`config.mk`:
```
export PLATFORM = sky130hd
export DESIGN_NAME = sensor_request_scheduler
export DESIGN_NICKNAME = d
export VERILOG_FILES = /design/src/rtl/sensor_cmd_pkg.sv /design/src/rtl/sat_cycle_counter.sv /design/src/rtl/sensor_request_scheduler.sv
export SDC_FILE = /design/constraint.sdc
export NUM_CORES = 1
export LEC_CHECK = 0
export ABC_AREA = 1
export CORE_AREA = 5 5 116 118
export DETAILED_ROUTE_END_ITERATION = 16
export DIE_AREA = 0 0 121 123
export MAX_ROUTING_LAYER = met4
export PLACE_DENSITY = 0.78
export SLEW_MARGIN = 20
export SYNTH_ARGS = -nofsm -noshare
export SYNTH_HDL_FRONTEND = slang
export SYNTH_HIERARCHICAL = 1
export SYNTH_SLANG_ARGS = --single-unit
export TNS_END_PERCENT = 1
```
`constraint.sdc`:
```
create_clock -name clock -period 3.53 [get_ports clock]
set_clock_uncertainty 0.2 [all_clocks]
set_input_delay 1.059 -clock clock [delete_from_list [all_inputs] [get_ports clock]]
set_output_delay 1.059 -clock clock [all_outputs]
set_load 0.01 [all_outputs]
```
`src/rtl/sensor_cmd_pkg.sv`:
```
// Shared command/response codes and scheduler state encoding for the DHT11 request path.
package sensor_cmd_pkg;

   localparam logic [7:0] CmdReadHum   = 8'h01;
   localparam logic [7:0] CmdReadTemp  = 8'h02;
   localparam logic [7:0] CmdStatus    = 8'h03;
   localparam logic [7:0] CmdContTemp  = 8'h04;
   localparam logic [7:0] CmdContHum   = 8'h05;
   localparam logic [7:0] CmdStopCont  = 8'h06;

   localparam logic [7:0] RespOk        = 8'h07;
   localparam logic [7:0] RespHum       = 8'h08;
   localparam logic [7:0] RespTemp      = 8'h09;
   localparam logic [7:0] RespContTemp  = 8'h0A;
   localparam logic [7:0] RespContHum   = 8'h0B;
   localparam logic [7:0] RespContStop  = 8'h0C;
   localparam logic [7:0] RespSensorErr = 8'h1F;
   localparam logic [7:0] RespBadCmd    = 8'hEE;
   localparam logic [7:0] RespBadAddr   = 8'hEF;

   typedef enum logic [2:0] {
      StIdle,
      StCheck,
      StWaitGap,
      StStart,
      StWaitSensor,
      StRespond
   } sched_state_e;

   // Continuous-mode commands only count as known when that feature is built.
   function automatic logic cmd_is_known(input logic [7:0] cmd, input logic cont_en);
      if (cmd inside {CmdReadHum, CmdReadTemp, CmdStatus}) return 1'b1;
      if (cmd inside {CmdContTemp, CmdContHum, CmdStopCont}) return cont_en;
      return 1'b0;
   endfunction

endpackage

```
`src/rtl/sat_cycle_counter.sv`:
```
// Saturating cycle counter with synchronous clear and a ">= THRESHOLD" flag.
module sat_cycle_counter #(
   parameter int unsigned WIDTH      = 32,
   parameter int unsigned THRESHOLD  = 1,
   parameter bit          RESET_FULL = 1'b0
) (
   input  logic clock,
   input  logic reset,
   input  logic clear,
   input  logic enable,
   output logic reached
);

   logic [WIDTH-1:0] count_q;

   // Count up while enabled, stick at all-ones so long waits never wrap.
   always_ff @(posedge clock) begin
      if (reset) begin
         count_q <= RESET_FULL ? '1 : '0;
      end else if (clear) begin
         count_q <= '0;
      end else if (enable && (count_q != '1)) begin
         count_q <= count_q + WIDTH'(1);
      end
   end

   assign reached = (count_q >= WIDTH'(THRESHOLD));

endmodule

```
`src/rtl/sensor_request_scheduler.sv`:
```
// Sequences DHT11 reads for decoded UART requests and returns one response per access.
// Build option: define SENSOR_CONT_MODE_EN to add periodic continuous re-reads (cmds 0x04-0x06).
module sensor_request_scheduler
   import sensor_cmd_pkg::*;
#(
   parameter int unsigned MIN_GAP_CYCLES     = 100_000_000,
   parameter int unsigned TIMEOUT_CYCLES     = 50_000_000,
   parameter int unsigned CONT_PERIOD_CYCLES = 100_000_000,
   parameter int unsigned NUM_SENSORS        = 1
) (
   input  logic       clock,
   input  logic       reset,
   input  logic       req_valid,
   output logic       req_ready,
   input  logic [7:0] request_command,
   input  logic [7:0] request_address,
   output logic       sensor_start,
   input  logic       sensor_done,
   input  logic       sensor_error,
   input  logic [7:0] hum_int,
   input  logic [7:0] temp_int,
   output logic       resp_valid,
   input  logic       resp_ready,
   output logic [7:0] response_command,
   output logic [7:0] response_value
);

`ifdef SENSOR_CONT_MODE_EN
   localparam logic ContEn = 1'b1;
`else
   localparam logic ContEn = 1'b0;
`endif

   sched_state_e state_q, state_d;
   logic [7:0]   cmd_q, cmd_d, addr_q, addr_d;
   logic [7:0]   resp_cmd_q, resp_cmd_d, resp_val_q, resp_val_d;
   logic         gap_clear, gap_reached, tmo_clear, tmo_reached;
   logic         cont_q, cont_d, cont_temp_q, cont_temp_d, period_clear, period_reached;

   // Gap counter starts saturated so the first read after reset is not held off.
   sat_cycle_counter #(.THRESHOLD(MIN_GAP_CYCLES), .RESET_FULL(1'b1)) u_gap (
      .clock  (clock),
      .reset  (reset),
      .clear  (gap_clear),
      .enable (1'b1),
      .reached(gap_reached)
   );

   sat_cycle_counter #(.THRESHOLD(TIMEOUT_CYCLES), .RESET_FULL(1'b0)) u_timeout (
      .clock  (clock),
      .reset  (reset),
      .clear  (tmo_clear),
      .enable (state_q == StWaitSensor),
      .reached(tmo_reached)
   );

`ifdef SENSOR_CONT_MODE_EN
   sat_cycle_counter #(.THRESHOLD(CONT_PERIOD_CYCLES), .RESET_FULL(1'b0)) u_period (
      .clock  (clock),
      .reset  (reset),
      .clear  (period_clear),
      .enable (cont_q),
      .reached(period_reached)
   );

   // Continuous flag and kind persist across transactions; only stop or reset clears them.
   always_ff @(posedge clock) begin
      if (reset) begin
         cont_q      <= 1'b0;
         cont_temp_q <= 1'b0;
      end else begin
         cont_q      <= cont_d;
         cont_temp_q <= cont_temp_d;
      end
   end
`else
   assign cont_q         = 1'b0;
   assign cont_temp_q    = 1'b0;
   assign period_reached = 1'b0;
   logic unused_cont;
   assign unused_cont = ^{cont_d, cont_temp_d, period_clear, CONT_PERIOD_CYCLES};
`endif

   // State register.
   always_ff @(posedge clock) begin
      if (reset) state_q <= StIdle;
      else       state_q <= state_d;
   end

   // Latched request and response registers; response holds its value after the handshake.
   always_ff @(posedge clock) begin
      if (reset) begin
         cmd_q      <= '0;
         addr_q     <= '0;
         resp_cmd_q <= '0;
         resp_val_q <= '0;
      end else begin
         cmd_q      <= cmd_d;
         addr_q     <= addr_d;
         resp_cmd_q <= resp_cmd_d;
         resp_val_q <= resp_val_d;
      end
   end

   // Next state plus datapath updates decided in each state.
   always_comb begin
      state_d      = state_q;
      cmd_d        = cmd_q;
      addr_d       = addr_q;
      resp_cmd_d   = resp_cmd_q;
      resp_val_d   = resp_val_q;
      cont_d       = cont_q;
      cont_temp_d  = cont_temp_q;
      gap_clear    = 1'b0;
      tmo_clear    = 1'b0;
      period_clear = 1'b0;
      unique case (state_q)
         StIdle: begin
            // A real request beats a due re-read; the saturated period tick stays pending.
            if (req_valid) begin
               cmd_d   = request_command;
               addr_d  = request_address;
               state_d = StCheck;
            end else if (cont_q && period_reached) begin
               cmd_d        = cont_temp_q ? CmdContTemp : CmdContHum;
               addr_d       = '0;
               period_clear = 1'b1;
               state_d      = StWaitGap;
            end
         end
         StCheck: begin
            if (32'(addr_q) >= NUM_SENSORS) begin
               resp_cmd_d = RespBadAddr;
               resp_val_d = 8'h00;
               state_d    = StRespond;
            end else if (!cmd_is_known(cmd_q, ContEn)) begin
               resp_cmd_d = RespBadCmd;
               resp_val_d = 8'h00;
               state_d    = StRespond;
            end else if (cmd_q == CmdStopCont) begin
               cont_d     = 1'b0;
               resp_cmd_d = RespContStop;
               resp_val_d = 8'h00;
               state_d    = StRespond;
            end else begin
               state_d = StWaitGap;
            end
         end
         StWaitGap: begin
            if (gap_reached) state_d = StStart;
         end
         StStart: begin
            tmo_clear = 1'b1;
            state_d   = StWaitSensor;
         end
         StWaitSensor: begin
            if (sensor_error || tmo_reached) begin
               resp_cmd_d = RespSensorErr;
               resp_val_d = 8'h00;
               gap_clear  = 1'b1;
               state_d    = StRespond;
            end else if (sensor_done) begin
               gap_clear = 1'b1;
               state_d   = StRespond;
               unique case (cmd_q)
                  CmdReadHum: begin
                     resp_cmd_d = RespHum;
                     resp_val_d = hum_int;
                  end
                  CmdReadTemp: begin
                     resp_cmd_d = RespTemp;
                     resp_val_d = temp_int;
                  end
                  CmdContTemp: begin
                     resp_cmd_d   = RespContTemp;
                     resp_val_d   = temp_int;
                     cont_d       = 1'b1;
                     cont_temp_d  = 1'b1;
                     period_clear = 1'b1;
                  end
                  CmdContHum: begin
                     resp_cmd_d   = RespContHum;
                     resp_val_d   = hum_int;
                     cont_d       = 1'b1;
                     cont_temp_d  = 1'b0;
                     period_clear = 1'b1;
                  end
                  default: begin
                     resp_cmd_d = RespOk;
                     resp_val_d = 8'h00;
                  end
               endcase
            end
         end
         StRespond: begin
            if (resp_ready) state_d = StIdle;
         end
         default: state_d = StIdle;
      endcase
   end

   // Outputs are forced inactive while reset is asserted.
   always_comb begin
      req_ready        = !reset && (state_q == StIdle);
      sensor_start     = !reset && (state_q == StStart);
      resp_valid       = !reset && (state_q == StRespond);
      response_command = resp_cmd_q;
      response_value   = resp_val_q;
   end

endmodule
```
==> metrics.md, run 1 <==
| Metric | Value |
|---|---|
| Status | finished clean |
| Clock sink count | 97 |
| Slack of the worst reg-to-reg path | 960 ps |
| CTS tree | done |
| # H-tree levels | 3 |
| CP max FO | 4 |
| Final antenna-violating net count | 0 |
| Highest clock rate | 302.0 MHz |
| Largest net degree at the start of global routing | 34 |
| Die Span X | 121 µm |
| Antenna violations before repair | 0 |
| Most instantiated library cell after synthesis | nand2_1 |
| Worst hold slack | 259.6 ps |
| Final Setup Violations | 0 |
| Grt ovf | 0 |
| EDFF count, synth | 0 |
| Area of the core | 12,360 µm² |
| Worst slew pin tran | 899.3 ps |
| Crit start category | input pin |
| Final Critical Period | 3311 ps |
| Hold WC Path Type | reg -> reg |
| Post-Route Utilization | 0.5596 |
| Reg-to-reg startpoint | u_timeout/count_q[9] |
| CTS buffer count | 9 |
| Post-synthesis cell count | 966 |
| Die area | 14,880 µm² |
| First DRT Iteration DRCs | 394 |
| Final Hold Vio Count | 0 |
| Dpl hpwl | 10.18 mm |
| RSZ-0062 raised after global routing | no |
| DIE HEIGHT | 123 µm |
| Setup Buffers After CTS | 0 |
| Initial Util | 0.4831 |
| Core Rows | 41 |
| Number of max-cap violations | 0 |
| Synth top area share | 0.3251 |
| Number of synthesis warnings | 6 |
| Worst slew margin relative to its limit | 0.3990 |
| Area contributors post-synth | dfxtp_1, nand2_1, nand3_1, nor2_1, inv_1 |
| IO buf count | 56 |
| CP arrival | 2050 ps |
| Synth cell types | 35 |
| TNS Setup | 0 ps |
| Final WL | 14.23 mm |
| Final worst path period share | 0.9381 |
| Post-synthesis sequential area ratio | 0.3251 |
| Clk root buf | clkbuf_16 |
| Final #Nets | 1,050 |
| Clk pin slew, worst setup/hold paths | 70 ps |
| Final Max Tran Viols | 0 |
| Pwr Total | 3.497 mW |
| DRC Markers | 0 |
| Drt first pass iters | 5 |
| Main synth FF type | dfxtp_1 |
| Syn_area_per_cell | 6.183 µm² |
| I/O Pins | 57 |
| Worst vdd ir | 0.0002833 V |
| #FFs+latches synth | 97 |
| Clk Latency, worst-skew pair | 360 ps |
| Post-Synthesis Cell Area | 5973 µm² |
| Lkg Pwr | 3.076 nW |
| Place WS | -70.13 ps |
| Setup CP Type | in -> out |
| Crit. Startpoint | reset |
| Routability Congestion | 0.9377 |
| Vias in the first global route | 5,287 |
| Clk buf depth | 2 |
| GRT Total Usage | 0.2008 |
| Diodes inserted | 0 |
| CP Capture Type | output port |
| Syn_nets | 1,008 |
| Yosys top cell by area | dfxtp_1 |
| Critical Path RT | 2270 ps |
| Critical Path End | req_ready |
| Area growth from synthesis to layout | 15.81% |
| Setup ws final | 218.5 ps |
| Vias | 5,966 |
| Synth async-reset ratio | 0 |
| Worst reg-to-reg path cell count | 13 |
| Vias per inst | 5.035 |
| Pwr/cell area | 505.5 nW/µm² |
| Worst R2R End | u_gap/count_q[18] |
| Layout cells sized above 1 | 0.06515 |
| Fillers | 1,223 |
| First-pass GRT wire length | 23.91 mm |
| Wirelength per Cell | 12.01 µm |
| Most frequent cells after synthesis | nand2_1, nor2_1, nand3_1, dfxtp_1, inv_1 |
-- metal layers --
| metal | global-route usage | wire (µm) |
|---|---|---|
| met2 | 0.3248 | 6586 |
| met1 | 0.2506 | 6758 |
| met3 | 0.04483 | 626 |
| met4 | 0.06516 | 261 |
| met5 | - | 0 |
-- cells by family after synthesis --
family                     synth area share
xor gates and xnor gates            0.02199
DFF                                  0.3251
AOI/OAI and AO/OA                   0.05865
and+or+nand+nor                      0.4929
adders and majority gates          0.008379
buffers and inverters               0.09237
other                             0.0006278
-- sequential cells by signal (all words and copies together) (netlist names) --
register and count:
cmd_q 8, response_command 6, addr_q 8, response_value 8, u_timeout/count_q 32, u_gap/count_q 32, state_q 3
-- how the worst min path moves through the flow --
stage               startpoint         to  slack [ps]  cells after the start
finish                cmd_q[6]   cmd_q[6]         260                      2
global route          cmd_q[6]   cmd_q[6]         280                      2
CTS                  addr_q[3]  addr_q[3]         260                      2
detailed placement    cmd_q[6]   cmd_q[6]         250                      2
global placement     addr_q[3]  addr_q[3]         250                      2
floorplan            addr_q[7]  addr_q[7]         240                      2
-- placed cells by master (no fill, tap or decap), types with 9 or more instances in the layout --
| master | n |
|---|---|
| nand2_1 | 289 |
| nor2_1 | 155 |
| clkdlybuf4s50_1 | 53 |
| inv_1 | 83 |
| o21ai_0 | 11 |
| nand4_1 | 13 |
| nand3_1 | 142 |
| clkbuf_16 | 9 |
| nor3_1 | 12 |
| a21oi_1 | 52 |
| xor2_1 | 12 |
| nor2_2 | 10 |
| nand2_2 | 14 |
| dfxtp_1 | 97 |
-- critical path, stage by stage --
cell	delay [ps]
clkdlybuf4s50_1	490
nor3_1	200
dlygate4sd2_1	300
-- through the flow --
stage | area [µm²] | instances
CTS | 6913 | 1185
detailed placement | 6595 | 1169
floorplan | 5973 | 966
global route | 6918 | 1185
global placement | 6595 | 1169
finish | 6918 | 1185
-- power breakdown --
part | internal [mW] | total, mW | switching (mW)
Sequential | 1.22 | 1.34 | 0.121
Clock | 0.624 | 1.06 | 0.440
Combinational | 0.409 | 1.09 | 0.685
Total | 2.25 | 3.50 | 1.25
-- final cells by class --
class	count	area, µm²	share of cell area
Sequential cell	97	1942	0.2807
Timing Repair Buffer	65	644.4	0.09315
Clock inverter	6	90.09	0.01302
Multi-Input combinational cell	751	3482	0.5033
Clock buffer	10	229.0	0.03310
Inverter	84	315.3	0.04558
Tap cell	172	215.2	0.03111
-- what timing repair did --
item	4_1_cts	5_1_grt
hold buffers	0	0
cloned	0	0
endpoints found under the setup margin	1	2
gates resized for setup	1	2
No activity file was read; power rests on OpenSTA's default activity.
==> run 2: changes to the inputs <==
--- a/config.mk
+++ b/config.mk
@@ -11,7 +11,7 @@
 export DIE_AREA = 0 0 121 123
 export MAX_ROUTING_LAYER = met4
 export PLACE_DENSITY = 0.78
-export SLEW_MARGIN = 20
+export SLEW_MARGIN = 25
 export SYNTH_ARGS = -nofsm -noshare
 export SYNTH_HDL_FRONTEND = slang
 export SYNTH_HIERARCHICAL = 1
==> constraint.sdc (replaced) <==
create_clock -name clock -period 3.1 [get_ports clock]
set_clock_uncertainty 0.2 [all_clocks]
set_input_delay 0.93 -clock clock [delete_from_list [all_inputs] [get_ports clock]]
set_output_delay 0.93 -clock clock [all_outputs]
set_load 0.01 [all_outputs]
==> metrics.md, run 2 (synthesis results as in run 1) <==
| Metric | Value |
|---|---|
| Routability Congestion | 0.9553 (+1.9%) |
| Post-Route Utilization | 0.5599 (about the same) |
| Initial Util | 0.4831 (unchanged) |
| Die Span X | 121 µm (unchanged) |
| CP Capture Type | output port |
| Clock sink count | 97 (unchanged) |
| Critical Path RT | 1970 ps (-300 ps) |
| Crit. Startpoint | reset |
| Hold WC Path Type | reg -> reg |
| Pwr Total | 3.940 mW (+13%) |
| Dpl hpwl | 10.27 mm (+0.87%) |
| Clk buf depth | 2 (unchanged) |
| Crit-path max cell delay | 550 ps (+60 ps) |
| Final WL | 14.15 mm (-0.56%) |
| Area of the core | 12,360 µm² (unchanged) |
| Worst reg-to-reg path cell count | 13 (unchanged) |
| I/O Pins | 57 (unchanged) |
| Drt first pass iters | 5 (unchanged) |
| CTS buffer count | 9 (unchanged) |
| Dpl cell area | 6608 µm² (+0.19%) |
| Hold endpoint | response_value[3] |
| DRC Markers | 0 (unchanged) |
| Crit path cell chain | dlygate4sd2_1, nor2_1, clkdlybuf4s50_1 |
| Final Hold Vio Count | 0 (unchanged) |
| DIE HEIGHT | 123 µm (unchanged) |
| Clk Latency, worst-skew pair | 360 ps (about the same) |
| Die area | 14,880 µm² (unchanged) |
| Vias | 5,941 (-0.42%) |
| Fin area | 6922 µm² (about the same) |
| Highest clock rate | 330.2 MHz |
| Core Rows | 41 (unchanged) |
| Crit start category | input pin |
| Final worst path period share | 0.9769 |
| Worst Hold Depth | 2 (unchanged) |
| Final Max Tran Viols | 0 (unchanged) |
| Setup ws final | 71.51 ps (-147.0 ps) |
| Slack of the worst reg-to-reg path | 660 ps (-300 ps) |
| # H-tree levels | 3 (unchanged) |
| Final antenna-violating net count | 0 (unchanged) |
| Clk pin slew, worst setup/hold paths | 70 ps (about the same) |
| First DRT Iteration DRCs | 427 (+8.4%) |
| Number of max-cap violations | 0 (unchanged) |
| CP max FO | 4 (unchanged) |
| Vias in the first global route | 5,346 (+1.1%) |
| Layout cells sized above 1 | 0.06713 (+0.001974) |
| Worst vdd ir | 0.0004219 V (+49%) |
| CTS tree | done |
| Lkg Pwr | 3.041 nW (-1.1%) |
| Regs by FF count | u_gap/count_q x32, u_timeout/count_q x32 |
| WP buf/inv | 2 (unchanged) |
| GRT Total Usage | 0.1997 (-0.001081) |
| Area growth from synthesis to layout | 15.88% (about the same) |
| Wirelength per Cell | 11.93 µm (-0.64%) |
| RSZ-0062 raised after global routing | no |
| Worst R2R End | u_gap/count_q[7] |
| Reg-to-reg startpoint | u_timeout/count_q[9] |
| Clk root buf | clkbuf_16 |
| Worst hold slack | 263.1 ps (+3.458 ps) |
| Most common cell after layout, fill and taps aside | nand2_1 |
| Worst slew margin relative to its limit | 0.5703 (+0.1713) |
| IO buf count | 56 (unchanged) |
| Final #Nets | 1,050 (unchanged) |
| Final Critical Period | 3028 ps |
| Status | finished clean |
| Worst Hold Launch | response_value[3] |
| Most frequent cells in the layout | nand2_1, nor2_1, nand3_1 |
| Largest net degree at the start of global routing | 34 (unchanged) |
| CP arrival | 1900 ps (-150 ps) |
| First-pass GRT wire length | 23.89 mm (about the same) |
| Place WS | -235.7 ps (-165.6 ps) |
| Grt ovf | 0 (unchanged) |
| Pwr/cell area | 569.2 nW/µm² (+13%) |
| Setup CP Type | in -> out |
| Final Setup Violations | 0 (unchanged) |
| Slowest CP cell | clkdlybuf4s50_1 |
| Worst slew pin tran | 642.2 ps (-257.1 ps) |
| Crit-path leading delay family | buffers and inverters |
| Vias per inst | 5.009 (-0.50%) |
| Antenna violations before repair | 1 (+1) |
[run 2: changes by cell type in the layout (fill, tap and decap cells not counted), sizes merged]
cell / delta
dlygate4sd2: +1
clkbuf: -1
clkdlybuf4s50: +1
bufinv: -1
diode: +1
dlymetal6s2s: -2
inv: +2
[run 2: cell type report]
cell class                      count  area [µm²]
Tap cell                          172       215.2
Timing Repair Buffer               65       650.6
Clock inverter                      7       83.83
Sequential cell                    97        1942
Inverter                           84       315.3
Multi-Input combinational cell    751        3487
Fill cell                        1239        5441
Antenna cell                        1       2.502
Clock buffer                        9       225.2
[run 2: worst max path at each step]
stage                  to  slack [ps]  cells past startpoint
2_1_floorplan  resp_valid         370                      3
3_3_place_gp    req_ready        -240                      3
3_5_place_dp    req_ready        -240                      3
4_1_cts        resp_valid          70                      3
5_1_grt        resp_valid          20                      3
6_report       resp_valid          70                      3
[run 2: repair_timing]
item | 4_1_cts | 5_1_grt
gates resized for setup | 2 | 1
hold buffers | 0 | 0
buffers inserted | 0 | 0
endpoints found under the setup margin | 3 | 1
[run 2: worst register-to-register path, cell delays in order (launching register included)]
cell	delay [ps]
dfxtp_1	360
nor3_1	190
nand2_1	80
nand3_1	70
nand2_1	70
nand2_1	70
nand4_1	70
or2_0	370
o21ai_2	250
inv_1	130
inv_1	110
buf_12	190
nand3_1	110
nand3_1	100
[run 2: per-layer routing]
metal  vias up  track usage  wire [µm]
met1      2653       0.2487       6655
met3        22      0.04575        605
met2       105       0.3251       6632
met5         -            -          0
met4         0      0.06020        259
li1       3161            -          -
[run 2: where the power goes]
part	total (mW)	switching (mW)	internal (mW)
Sequential	1.52	0.138	1.39
Combinational	1.24	0.773	0.469
Clock	1.17	0.533	0.640
Total	3.94	1.44	2.50
[run 2: through the flow]
stage | setup TNS (ps) | instances
CTS | 0 | 1185
global route | 0 | 1186
global placement | -526.7 | 1169
floorplan | 0 | 966
finish | 0 | 1186
detailed placement | -517.3 | 1169
